**config.mk**
```make
export PLATFORM = sky130hd
export DESIGN_NAME = switch_debounce
export DESIGN_NICKNAME = d
export VERILOG_FILES = /design/src/rtl/switch_debounce.sv
export SDC_FILE = /design/constraint.sdc
export NUM_CORES = 1
export LEC_CHECK = 0
export ABC_AREA = 1
export BUFFER_PORTS_ARGS = -buffer_cell sky130_fd_sc_hd__buf_2
export CORE_ASPECT_RATIO = 0.6
export CORE_MARGIN = 2
export CORE_UTILIZATION = 29
export CTS_CLUSTER_SIZE = 25
export DETAILED_ROUTE_END_ITERATION = 8
export PLACE_DENSITY = 0.44
export SLEW_MARGIN = 0
export SYNTH_ARGS = -nofsm -noshare
export SYNTH_HDL_FRONTEND = slang
export SYNTH_SLANG_ARGS = --single-unit
```
**constraint.sdc**
```tcl
create_clock -name clk -period 1.6 [get_ports clk]
set_input_delay 0.16 -clock clk [delete_from_list [all_inputs] [get_ports clk]]
set_output_delay 0.16 -clock clk [all_outputs]
set_load 0.05 [all_outputs]
```
**src/rtl/switch_debounce.sv**
```systemverilog
// Slide-switch conditioner: per-bit synchroniser and debounce counter, plus a
// frame-aligned copy of the debounced value that only updates at vsync assertion.
module switch_debounce #(
  parameter int WIDTH            = 3,
  parameter int SYNC_STAGES      = 2,
  parameter int DEBOUNCE_CYCLES  = 1_000_000,
  parameter bit VSYNC_ACTIVE_LOW = 1'b1
) (
  input  logic             clk,
  input  logic             rst,
  input  logic [WIDTH-1:0] sw_raw,
  input  logic             vsync,
  output logic [WIDTH-1:0] sw_stable,
  output logic             sw_changed,
  output logic [WIDTH-1:0] sw_frame
);

  localparam int             CNT_W   = $clog2(DEBOUNCE_CYCLES);
  localparam logic [CNT_W-1:0] CNT_MAX = CNT_W'(DEBOUNCE_CYCLES - 1);

  logic [WIDTH-1:0] sync_q [SYNC_STAGES];
  logic [WIDTH-1:0] sw_sync;
  logic [CNT_W-1:0] cnt_q  [WIDTH];
  logic [CNT_W-1:0] cnt_d  [WIDTH];
  logic [WIDTH-1:0] stable_q, stable_d;
  logic [WIDTH-1:0] frame_q, frame_d;
  logic             changed_q;
  logic             vs_hist_q;
  logic             vs_act;

  assign sw_sync = sync_q[SYNC_STAGES-1];
  assign vs_act  = VSYNC_ACTIVE_LOW ? ~vsync : vsync;

  always_comb begin
    // NOTE: every output of this block gets a default first, so no path leaves
    // a value unassigned and no latch is inferred.
    stable_d = stable_q;
    for (int i = 0; i < WIDTH; i++) begin
      cnt_d[i] = '0;
      if (sw_sync[i] != stable_q[i]) begin
        if (cnt_q[i] == CNT_MAX) begin
          stable_d[i] = sw_sync[i];
        end else begin
          cnt_d[i] = cnt_q[i] + 1'b1;
        end
      end
    end
    // Captures the value held before any acceptance on this same edge.
    frame_d = (vs_act && !vs_hist_q) ? stable_q : frame_q;
  end

  // NOTE: state registers use non-blocking assignments only, so every flop
  // samples the pre-edge value of its neighbours (the synchroniser relies on it).
  always_ff @(posedge clk) begin
    if (rst) begin
      for (int s = 0; s < SYNC_STAGES; s++) sync_q[s] <= '0;
      for (int i = 0; i < WIDTH; i++) cnt_q[i] <= '0;
      stable_q  <= '0;
      frame_q   <= '0;
      changed_q <= 1'b0;
      vs_hist_q <= 1'b0;
    end else begin
      sync_q[0] <= sw_raw;
      for (int s = 1; s < SYNC_STAGES; s++) sync_q[s] <= sync_q[s-1];
      for (int i = 0; i < WIDTH; i++) cnt_q[i] <= cnt_d[i];
      stable_q  <= stable_d;
      frame_q   <= frame_d;
      changed_q <= (stable_d != stable_q);
      vs_hist_q <= vs_act;
    end
  end

  assign sw_stable  = stable_q;
  assign sw_changed = changed_q;
  assign sw_frame   = frame_q;

endmodule

```
==> results.cfg <==
[status]
status = complete, no violations

[global_routing]
grt_pass1_wl_microns = 13350
grt_pass1_vias = 2626
grt_antenna_before_repair = 0
grt_start_max_net_pins = 21
grt.total_usage_pct = 13.30
grt_remaining_overflow = 0

[pwr]
swShare_pct = 20.97
intPower_mw = 3.183
power_mw = 4.028
switchingPower_mw = 0.8444
seqPwrFrac_pct = 46.3
pwr-share-clk_pct = 51.5
power_leakage_nw = 1.483
ir_drop_v = 0.0005074
power.density_mw_per_mm2 = 951.8
combPwrFrac_pct = 2.2

[final_layout]
final_util_pct = 35.42
synthToLayoutAreaGrowth_pct = 20.14
drive_gt1_share_pct = 12.50
layout.nets = 540
antenna_cells = 0
stdcell_count = 701
final_common_cell = nand2_1
final_cell_mix = 114 x nand2_1, 111 x nor2_1, 72 x dfxtp_1, 53 x inv_1, 27 x nand3_1

[setup_path]
crit_arrival_ns = 1.68
cp-end-kind = register
worst-path-max-fanout = 20
worst_setup_path_start_kind = register
crit_required_ns = 1.82
critical_path_class = register to register

[run]
maxCapViolations = 0

[cts]
clk_path_buf_depth = 2
cts_tree = yes
path_clk_slew_ns = 0.06
numCtsBuffers = 9
cts_max_level = 3
insertion_delay_ns = 0.33
cts_root_buffer = clkbuf_16
clock-sinks = 74

[sta]
hold_viol_final = 0
setup_violations = 0
rsz0062_at_grt = false
worst_pin_slew_ns = 0.3243
fmax_mhz = 685.0
skew_ns = 0.005024
fin_crit_sh_pct = 91.24
setup_tns_ns = 0
period_needed_ns = 1.460
finalMaxSlewViolations = 0
maxSlewHeadroom_pct = 78.36

[logic_synthesis]
seq_area_frac_synth_pct = 42.06
netlist_area_sq_mm = 0.003522
yosysUniqueCellTypes = 28
ys_warn_count = 0
synth_seq_cells = 74
synth_cells = 501
syn_avg_cell_area_sq_um = 7.030
syn_nets = 510

[place]
post-place-cells = 679
place.gp.congestion = 0.8051
io_buffer_count = 12
hpwlAfterDp_microns = 6147

[drt]
ant_nets = 0
routed_wirelength_microns = 8102
via_per_inst = 4.204
wire_per_inst_microns = 11.56
drc = 0
dr.pass1.iters = 4
drtIter0Drc = 153
vias = 2947

[die]
fp.dieH_microns = 89.37
die_width_microns = 146.3
initial_core_util_pct = 29.48
design.die.area_sq_mm = 0.01307
fp.coreArea_sq_mm = 0.01195
ios = 13
rows = 31

[worst_hold_path]
hp-class = input port to register
## through the flow
step           area [sq um]  setup WS, ns  hold WS [ns]
2_1_floorplan          3522        0.2431        0.2324
3_3_place_gp           3839       0.05320        0.3366
3_5_place_dp           3839       0.02060        0.3373
4_1_cts                4154      0.006790       0.01125
5_1_grt                4232      0.008193       0.02451
6_report               4232        0.1402       0.02654
## worst paths after layout
kind	from	end	slack, ns	cells after the start
worst min register to register	sync_q[0][0]	sync_q[0][3]	0.41	2
worst max register to register	cnt_q[0][54]	cnt_q[0][57]	0.14	8
worst max-delay path	cnt_q[0][54]	cnt_q[0][57]	0.14	8
worst min-delay path	sw_raw[2]	sync_q[0][2]	0.03	3
## synthesized netlist by cell type (all sizes together)
library cell | count | area share, %
dfxtp | 74 | 42
nand3b | 5 | 1.1
clkbuf | 1 | 0.11
ha | 3 | 1.1
o21bai | 2 | 0.43
o21ai | 7 | 0.99
nand4 | 7 | 1.2
a31oi | 1 | 0.18
nor3 | 9 | 1.6
inv | 54 | 5.8
nand3 | 32 | 5.5
nor2 | 121 | 14
buf | 6 | 1.2
nand2 | 117 | 13
or2 | 6 | 1.1
a21oi | 24 | 3.4
xnor2 | 16 | 4.0
xor2 | 16 | 4.0
## cells by family after synthesis
kind of cell / count (synthesis) / share of synthesized area [%]
XOR/XNOR: 32 / 7.957
flip-flops: 74 / 42.06
adder cells (fa/ha/maj): 3 / 1.066
buffers and inverters: 61 / 7.105
AND/OR/NAND/NOR: 297 / 36.80
AO/OA/AOI/OAI: 34 / 5.009
## power by group through the flow
stage / clock network, mW / registers [mW] / logic (mW)
2_1_floorplan: 0 / 1.92 / 0.0391
3_3_place_gp: 0 / 1.91 / 0.0831
3_5_place_dp: 0 / 1.91 / 0.0837
4_1_cts: 2.15 / 1.87 / 0.0858
5_1_grt: 2.22 / 1.87 / 0.0975
6_report: 2.07 / 1.87 / 0.0879
## what timing repair did
action	in CTS	in global routing
resized for setup	0	9
hold buffers	1	0
setup endpoints to repair	0	39
setup buffers	0	5
hold endpoints to repair	1	0
## state kept, by name, indices dropped and copies added (netlist names)
name	cells
cnt_q	60
sw_changed	1
sw_frame	3
sw_stable	3
sync_q	6
vs_hist_q	1
## per-layer routing
layer  track usage (%)  vias up  share of wire (%)
li1                  -     1623                  -
met1             21.00     1289                 62
met2             16.47       31                 34
met3             4.082        4                3.5
met4             3.972        0              0.074
met5                 0        -                  0
## area by class of cell
| type | instances | area [sq um] |
|---|---|---|
| clock buffers | 12 | 256.5 |
| clock inverters | 4 | 48.80 |
| fillers | 1335 | 7715 |
| inverters | 54 | 202.7 |
| multi-input cells | 366 | 1828 |
| flip-flops and latches | 74 | 1484 |
| well taps | 165 | 206.4 |
| repair buffers | 26 | 205.2 |
## critical path, stage by stage (launching register included)
cell and delay, ns:
dfxtp_1 0.42, nand2_1 0.09, nor3_2 0.15, nand2_1 0.07, nor2_1 0.15, nand2_1 0.12, nand2_1 0.12, buf_12 0.17
nor2_1 0.06
Power figures use the tool's default switching activity.
